[src/rtl/button_press_gen.sv]
// Emulated active-low mechanical button: emits a burst of bounced presses on request.
// Drive end of the button loopback; every output comes straight from a flop.
module button_press_gen #(
  parameter int CNT_W         = 4,
  parameter int BOUNCE_EDGES  = 4,
  parameter int BOUNCE_CYCLES = 16,
  parameter int HOLD_CYCLES   = 1000,
  parameter int GAP_CYCLES    = 1000
) (
  input  logic             clk,
  input  logic             rst,
  input  logic             start,
  input  logic [CNT_W-1:0] press_count,
  input  logic             abort,
  output logic             busy,
  output logic             done,
  output logic [CNT_W-1:0] presses_sent,
  output logic             btn_n
);

  localparam int MAX_AB  = (BOUNCE_CYCLES > HOLD_CYCLES) ? BOUNCE_CYCLES : HOLD_CYCLES;
  localparam int MAX_CYC = (MAX_AB > GAP_CYCLES) ? MAX_AB : GAP_CYCLES;
  localparam int TMR_W   = (MAX_CYC > 1) ? $clog2(MAX_CYC) : 1;
  localparam int SEG_W   = (BOUNCE_EDGES > 1) ? $clog2(BOUNCE_EDGES) : 1;

  localparam logic [TMR_W-1:0] BOUNCE_LOAD = TMR_W'(BOUNCE_CYCLES - 1);
  localparam logic [TMR_W-1:0] HOLD_LOAD   = TMR_W'(HOLD_CYCLES - 1);
  localparam logic [TMR_W-1:0] GAP_LOAD    = TMR_W'(GAP_CYCLES - 1);
  localparam logic [SEG_W-1:0] SEG_LAST    = SEG_W'((BOUNCE_EDGES > 0) ? BOUNCE_EDGES - 1 : 0);

  typedef enum logic [2:0] {
    IDLE,
    PRESS_BOUNCE,
    HOLD,
    REL_BOUNCE,
    GAP
  } state_t;

  state_t           state_q, state_d;
  logic [TMR_W-1:0] timer_q, timer_d;
  logic [SEG_W-1:0] seg_q, seg_d;
  logic [CNT_W-1:0] target_q, target_d;
  logic [CNT_W-1:0] presses_d;
  logic             launch_q, launch_d;
  logic             zero_q, zero_d;
  logic             btn_n_d, busy_d, done_d;

  always_ff @(posedge clk or posedge rst) begin
    if (rst) begin
      state_q      <= IDLE;
      timer_q      <= '0;
      seg_q        <= '0;
      target_q     <= '0;
      launch_q     <= 1'b0;
      zero_q       <= 1'b0;
      btn_n        <= 1'b1;
      busy         <= 1'b0;
      done         <= 1'b0;
      presses_sent <= '0;
    end else begin
      state_q      <= state_d;
      timer_q      <= timer_d;
      seg_q        <= seg_d;
      target_q     <= target_d;
      launch_q     <= launch_d;
      zero_q       <= zero_d;
      btn_n        <= btn_n_d;
      busy         <= busy_d;
      done         <= done_d;
      presses_sent <= presses_d;
    end
  end

  // An accepted start spends one cycle in IDLE (launch/zero pending) before acting,
  // so busy and the first low level appear on the edge after the request is sampled.
  always_comb begin
    state_d   = state_q;
    timer_d   = timer_q;
    seg_d     = seg_q;
    target_d  = target_q;
    launch_d  = launch_q;
    zero_d    = zero_q;
    btn_n_d   = btn_n;
    busy_d    = busy;
    done_d    = 1'b0;
    presses_d = presses_sent;

    case (state_q)
      IDLE: begin
        if (abort) begin
          launch_d = 1'b0;
          zero_d   = 1'b0;
        end else if (launch_q) begin
          launch_d = 1'b0;
          busy_d   = 1'b1;
          btn_n_d  = 1'b0;
          seg_d    = '0;
          if (BOUNCE_EDGES != 0) begin
            state_d = PRESS_BOUNCE;
            timer_d = BOUNCE_LOAD;
          end else begin
            state_d = HOLD;
            timer_d = HOLD_LOAD;
          end
        end else if (zero_q) begin
          zero_d = 1'b0;
          done_d = 1'b1;
        end else if (start) begin
          if (press_count != '0) begin
            target_d  = press_count;
            presses_d = '0;
            launch_d  = 1'b1;
          end else begin
            zero_d = 1'b1;
          end
        end
      end

      PRESS_BOUNCE: begin
        if (timer_q != '0) begin
          timer_d = timer_q - 1'b1;
        end else if (seg_q == SEG_LAST) begin
          state_d = HOLD;
          timer_d = HOLD_LOAD;
          btn_n_d = 1'b0;
        end else begin
          seg_d   = seg_q + 1'b1;
          timer_d = BOUNCE_LOAD;
          btn_n_d = ~btn_n;
        end
      end

      HOLD: begin
        if (timer_q != '0) begin
          timer_d = timer_q - 1'b1;
        end else if (BOUNCE_EDGES != 0) begin
          state_d = REL_BOUNCE;
          timer_d = BOUNCE_LOAD;
          seg_d   = '0;
          btn_n_d = 1'b1;
        end else begin
          state_d   = GAP;
          timer_d   = GAP_LOAD;
          btn_n_d   = 1'b1;
          presses_d = presses_sent + 1'b1;
        end
      end

      REL_BOUNCE: begin
        if (timer_q != '0) begin
          timer_d = timer_q - 1'b1;
        end else if (seg_q == SEG_LAST) begin
          state_d   = GAP;
          timer_d   = GAP_LOAD;
          btn_n_d   = 1'b1;
          presses_d = presses_sent + 1'b1;
        end else begin
          seg_d   = seg_q + 1'b1;
          timer_d = BOUNCE_LOAD;
          btn_n_d = ~btn_n;
        end
      end

      GAP: begin
        if (timer_q != '0) begin
          timer_d = timer_q - 1'b1;
        end else if (presses_sent != target_q) begin
          btn_n_d = 1'b0;
          seg_d   = '0;
          if (BOUNCE_EDGES != 0) begin
            state_d = PRESS_BOUNCE;
            timer_d = BOUNCE_LOAD;
          end else begin
            state_d = HOLD;
            timer_d = HOLD_LOAD;
          end
        end else begin
          state_d = IDLE;
          busy_d  = 1'b0;
          done_d  = 1'b1;
        end
      end

      default: begin
        state_d = IDLE;
        btn_n_d = 1'b1;
        busy_d  = 1'b0;
      end
    endcase

    // Abort overrides whatever the active state decided, including a pending count increment.
    if (abort && (state_q != IDLE)) begin
      state_d   = IDLE;
      btn_n_d   = 1'b1;
      busy_d    = 1'b0;
      done_d    = 1'b0;
      presses_d = presses_sent;
    end
  end

endmodule

[config.mk]
export PLATFORM = sky130hd
export DESIGN_NAME = button_press_gen
export DESIGN_NICKNAME = d
export VERILOG_FILES = /design/src/rtl/button_press_gen.sv
export SDC_FILE = /design/constraint.sdc
export NUM_CORES = 1
export LEC_CHECK = 0
export ABC_AREA = 1
export ABC_CLOCK_PERIOD_IN_PS = 2040
export CAP_MARGIN = 30
export CORE_MARGIN = 2
export CORE_UTILIZATION = 40
export CTS_CLUSTER_DIAMETER = 200
export CTS_CLUSTER_SIZE = 25
export DETAILED_ROUTE_END_ITERATION = 7
export GPL_TIMING_DRIVEN = 0
export MAX_ROUTING_LAYER = met4
export PLACE_DENSITY_LB_ADDON = 0.25
export SKIP_LAST_GASP = 1
export SLEW_MARGIN = 20
export SYNTH_ARGS = -nofsm -noshare
export SYNTH_HDL_FRONTEND = slang
export SYNTH_SLANG_ARGS = --single-unit
[constraint.sdc]
create_clock -name clk -period 2.04 [get_ports clk]
set_input_delay 0.51 -clock clk [delete_from_list [all_inputs] [get_ports clk]]
set_output_delay 0.51 -clock clk [all_outputs]
set_load 0.05 [all_outputs]
==> results of run 1 <==
-- per-stage QoR --
step / setup slack [ns] / std cells / util [%] / TNS (ns)
floorplan: 0.327 / 294 / - / 0
global placement: -0.163 / 375 / 46.9 / -0.466
detailed placement: -0.192 / 375 / 46.9 / -0.614
CTS: 0.0145 / 379 / 48.2 / 0
global route: 0.0317 / 379 / 48.3 / 0
finish: 0.0847 / 379 / 48.3 / 0
-- how the worst max path moves through the flow --
stage,start,to,slack [ns],depth (start not counted)
6_report,busy,busy,0.08,1
5_1_grt,busy,busy,0.03,1
4_1_cts,presses_sent[3],presses_sent[3],0.01,1
3_5_place_dp,abort,presses_sent[0],-0.19,9
3_3_place_gp,abort,presses_sent[0],-0.16,9
2_1_floorplan,presses_sent[1],timer_q[9],0.33,9
-- cells by family after synthesis --
kind of cell / Yosys count / synth area share, %
adders and majority gates: 4 / 2.46
AOI/OAI and AO/OA: 30 / 10.8
DFF: 28 / 34.5
and+or+nand+nor: 185 / 42.5
xor gates and xnor gates: 1 / 0.431
buffers and inverters: 46 / 9.23
-- power by group through the flow --
stage | combinational, uW | clock [uW] | sequential [uW]
after CTS | 1930 | 461 | 950
after global routing | 2190 | 487 | 980
after detailed placement | 1950 | 0 | 963
after floorplan | 1420 | 0 | 1070
after global placement | 1930 | 0 | 959
final | 1920 | 455 | 950
-- placed cells by master (no fill, tap or decap), drive strengths merged --
cell           count
a21oi             10
o41ai              1
o2111ai            1
bufinv             1
o21a               1
or2                1
inv               43
dlygate4sd2        4
ha                 4
o211ai             1
xnor2              1
dlymetal6s2s       1
dfrtp             27
clkbuf             4
clkdlybuf4s50      9
o21bai             5
nand2            100
nand4             14
nor3               2
buf                2
dfstp              1
nor2              38
o21ai             11
nand3             30
-- layer usage --
layer / vias up / global-route usage, % / share of wire (%)
li1: 985 / - / -
met1: 847 / 25.1 / 51
met2: 28 / 27.0 / 44
met3: 5 / 2.38 / 3.0
met4: 0 / 6.82 / 1.5
met5: - / - / 0
-- repair_timing --
item                       4_1_cts  5_1_grt
pin swaps                        0        0
setup endpoints to repair        4        2
gates resized for setup          4        2
hold buffers                     0        0
-- cell type report --
class | count | area [sq um]
buffer | 3 | 26.3
timing repair buffer | 14 | 138
sequential | 28 | 702
multi-input combinational | 220 | 1150
tap | 67 | 83.8
clock inverter | 1 | 30.0
fill | 531 | 2490
inverter | 43 | 161
clock buffer | 3 | 41.3
-- sequential cells by signal, indices dropped and copies added, names as in the netlist --
| name | flops |
|---|---|
| done | 1 |
| timer_q | 10 |
| launch_q | 1 |
| seg_q | 2 |
| state_q | 3 |
| target_q | 4 |
| busy | 1 |
| btn_n | 1 |
| presses_sent | 4 |
| zero_q | 1 |
-- tightest hold or removal path, stage by stage (launching register included) --
cell,delay (ns)
dfrtp_1,0.36
nand2_1,0.05
nand2_1,0.05
==> run summary, run 1 <==
status - completed
CTS root buffer - clkbuf_8
pin count of the biggest net entering global routing - 29
Seq/Total Area, Yosys - 34.5%
Crit Path Category - reg2out
Commonest cells post-synth - nand2_1, inv_1, nor2_1
synth warn - 0
CP max stage delay - 0.80 ns
Critical Path RT - 1.53 ns
final period utilization - 95.8%
FMAX - 511 MHz
Post-DP Area - 0.00226 sq mm
total clock sinks - 28
Hold WS - 0.492 ns
Final setup viols - 0
clock transition at the registers of the reported paths - 0.10 ns
detailed-route DRC error count - 0
cell-by-cell trace of the critical path - clkdlybuf4s50_1
RSZ-0062 raised after global routing - no
count of state elements after synthesis - 28
Worst setup SP type - flop
Tightest Pin Transition - 0.596 ns
Area Growth Syn to Fin - 14.5%
crit path buf inv count - 1
Rel. slew slack - 60.2%
dominant cell type by area after synthesis - dfrtp_1
hold_sp - busy
number of cells on the worst hold path - 2
max capacitance violation total - 0
mapped cell area - 0.00203 sq mm
Die Area - 0.00567 sq mm
DRT antenna net count - 0
vias - 1,865
number of enable flip-flop cells after synthesis - 0
CP max FO - 2
sequential power share - 28.5%
critical path capture point type - output port
Initial Util - 42.2%
clk_skew - 0.00580 ns
WL final - 4360 um
ys async rst share - 100%
main flop type after synthesis - dfrtp_1
Slew Viols, Final - 0
Avg Cell Area, Syn - 6.92 sq um
Overall Global Routing Usage - 18.1%
Unique masters post-synth - 32
final hold vios - 0
Static Leak - 0.00122 uW
Net Switching - 1640 uW
Hold EP - busy
Final Cell Area - 0.00233 sq mm
count leader, synth - nand2_1
CP delay by family, top - buffers and inverters
layout cells sized above 1 - 14.7%
Port Buffer Count - 14
grt ovf - 0
slowest CP cell - clkdlybuf4s50_1
CTS tree - built
I/O Pins - 15
drt first-iter violations - 89
DR WL/cell - 11.5 um
R2R cell count - 7
Synth top area share - 33.2%
CTS buffer count - 3
Reg2Reg Setup Slack - 0.30 ns
P_int - 1690 uW
overall power - 3330 uW
H-tree depth - 1
FF-to-FF End - state_q[1]
top cells by area, synth - dfrtp_1, nand2_1, nand3_1, inv_1, nor2_1
DR pass1 iterations - 4
Via density - 4.92
initial antenna violation count - 0
Setup Fix Bufs, Post-CTS - 0
antenna fix cells - 0
CTS Buffer Depth - 2
vias in the first global route - 1,715
post-DP HPWL - 3300 um
final worst path period need - 1.96 ns
Gate power share - 57.8%
worst skew pair latency - 0.28 ns
switching part of the total - 49.2%
Die Height - 75.3 um
row cnt - 25
worst r2r src - timer_q[0]
Peak VDD IR - 791 uV
Mapped Cells - 294
DIE WIDTH - 75.3 um
HP Class - reg2reg
Net Count, Synth - 306
core area - 0.00482 sq mm
global-route wire length before repair - 7650 um
Worst Path Arrival - 1.45 ns
P per Cell Area - 1430 mW/mm^2
RePlAce Congestion - 0.860
final net count - 325
clock share of power - 13.7%
Power figures use the tool's default switching activity.
==> run 2: changes to the inputs <==
--- a/config.mk
+++ b/config.mk
@@ -10,10 +10,8 @@
 export CAP_MARGIN = 30
 export CORE_MARGIN = 2
 export CORE_UTILIZATION = 40
-export CTS_CLUSTER_DIAMETER = 200
 export CTS_CLUSTER_SIZE = 25
 export DETAILED_ROUTE_END_ITERATION = 7
-export GPL_TIMING_DRIVEN = 0
 export MAX_ROUTING_LAYER = met4
 export PLACE_DENSITY_LB_ADDON = 0.25
 export SKIP_LAST_GASP = 1
==> run summary, run 2 (synthesis results as in run 1) <==
Crit Path Category - reg2out
CP max stage delay - 0.80 ns
Overall Global Routing Usage - 19.9%
status - completed
RSZ-0062 raised after global routing - no
antenna fix cells - 0
FF-to-FF End - timer_q[3]
hold_sp - seg_q[1]
overall power - 3250 uW
I/O Pins - 15
Static Leak - 0.00120 uW
Critical Path RT - 1.53 ns
Highest Signal Layer - met4
core area - 0.00482 sq mm
Via density - 4.91
row cnt - 25
drt first-iter violations - 96
detailed-route DRC error count - 0
Gate power share - 59.8%
critical path capture point type - output port
final hold vios - 0
filler instances - 499
CP max FO - 2
Reg2Reg Setup Slack - 0.27 ns
Slew Viols, Final - 0
clock share of power - 11.0%
final worst path period need - 1.95 ns
Metal-1 WL - 2360 um
CTS buffer count - 3
final period utilization - 95.4%
global-route wire length before repair - 8470 um
Initial Util - 42.2%
Worst Path Arrival - 1.44 ns
Die Height - 75.3 um
P_int - 1610 uW
crit path buf inv count - 1
Cells after DPL - 377
Worst setup SP type - flop
number of cells on the worst hold path - 2
R2R cell count - 9
DIE WIDTH - 75.3 um
FMAX - 514 MHz
Die Area - 0.00567 sq mm
slowest CP cell - clkdlybuf4s50_1
clk_skew - 0.00358 ns
post-DP HPWL - 3390 um
Top Registers - timer_q (10), presses_sent (4), target_q (4)
H-tree depth - 1
fin cells - 381
RePlAce Congestion - 0.912
initial antenna violation count - 0
CTS resizes - 0
cell-by-cell trace of the critical path - clkdlybuf4s50_1
Setup TNS - 0 ns
Largest register FFs - 10
HP Class - reg2reg
Net Switching - 1640 uW
Peak VDD IR - 645 uV
CTS tree - built
CTS Buffer Depth - 2
worst skew pair latency - 0.28 ns
Final setup viols - 0
DRT antenna net count - 0
clock transition at the registers of the reported paths - 0.10 ns
DR WL/cell - 12.1 um
commonest non-fill, non-tap cell in the layout - nand2_1
WL final - 4600 um
most frequent cells in the layout - nand2_1, inv_1, nor2_1, nand3_1, dfrtp_1
CP delay by family, top - buffers and inverters
P per Cell Area - 1410 mW/mm^2
sequential power share - 29.2%
routed wl met2 - 2100 um
Setup Fix Bufs, Post-CTS - 0
Hold EP - seg_q[1]
Tightest Pin Transition - 0.494 ns
Reg with most FFs - timer_q
Port Buffer Count - 14
# hold bufs at CTS - 0
layout cells sized above 1 - 16.6%
vias in the first global route - 1,896
max capacitance violation total - 0
DR pass1 iterations - 4
switching part of the total - 50.6%
WL met3 - 74 um
Rel. slew slack - 67.0%
pin count of the biggest net entering global routing - 29
final net count - 327
grt ovf - 0
total clock sinks - 28
worst r2r src - presses_sent[1]
CTS root buffer - clkbuf_8
vias - 1,869
Area Growth Syn to Fin - 13.7%
## run 2: stage by stage
step	area (sq um)	worst slack [ns]	utilization, %	hold slack (ns)
CTS	2310	0.0802	48.0	0.496
global placement	2260	0.0925	46.8	0.459
floorplan	2030	0.327	-	0.446
global route	2310	0.0551	48.0	0.525
finish	2310	0.0936	48.0	0.485
detailed placement	2260	0.0501	46.8	0.471
## run 2: area by class of cell
| class | count | area [sq um] | share of cell area, % |
|---|---|---|---|
| Inverter | 43 | 161 | 6.98 |
| Tap cell | 67 | 83.8 | 3.63 |
| Multi-Input combinational cell | 220 | 1140 | 49.5 |
| Timing Repair Buffer | 19 | 165 | 7.15 |
| Sequential cell | 28 | 702 | 30.4 |
| Clock buffer | 4 | 55.1 | 2.38 |
## run 2: worst max-delay path by stage
stage	startpoint	endpoint	slack, ns	cells past startpoint
2_1_floorplan	presses_sent[1]	timer_q[9]	0.33	9
3_3_place_gp	abort	presses_sent[0]	0.09	9
3_5_place_dp	abort	presses_sent[0]	0.05	9
4_1_cts	busy	busy	0.08	1
5_1_grt	busy	busy	0.06	1
6_report	busy	busy	0.09	1
## run 2: per-layer routing
metal,vias up,global-route usage [%]
met2,15,30.8
met5,-,-
met3,5,2.12
li1,992,-
met4,0,6.24
met1,857,27.6
## run 2: power groups by stage
| stage | Clock [uW] | Combinational, uW | Sequential, uW |
|---|---|---|---|
| detailed placement | 0 | 1940 | 962 |
| floorplan | 0 | 1420 | 1070 |
| finish | 358 | 1940 | 950 |
| CTS | 369 | 1950 | 952 |
| global route | 397 | 2240 | 987 |
| global placement | 0 | 1910 | 959 |
## run 2: worst reg2reg max path, delay by kind of cell (launching register included)
kind | cells | cell delay, ns
AND/OR/NAND/NOR | 6 | 0.75
flip-flops | 1 | 0.44
AO/OA/AOI/OAI | 1 | 0.36
buffers and inverters | 2 | 0.11
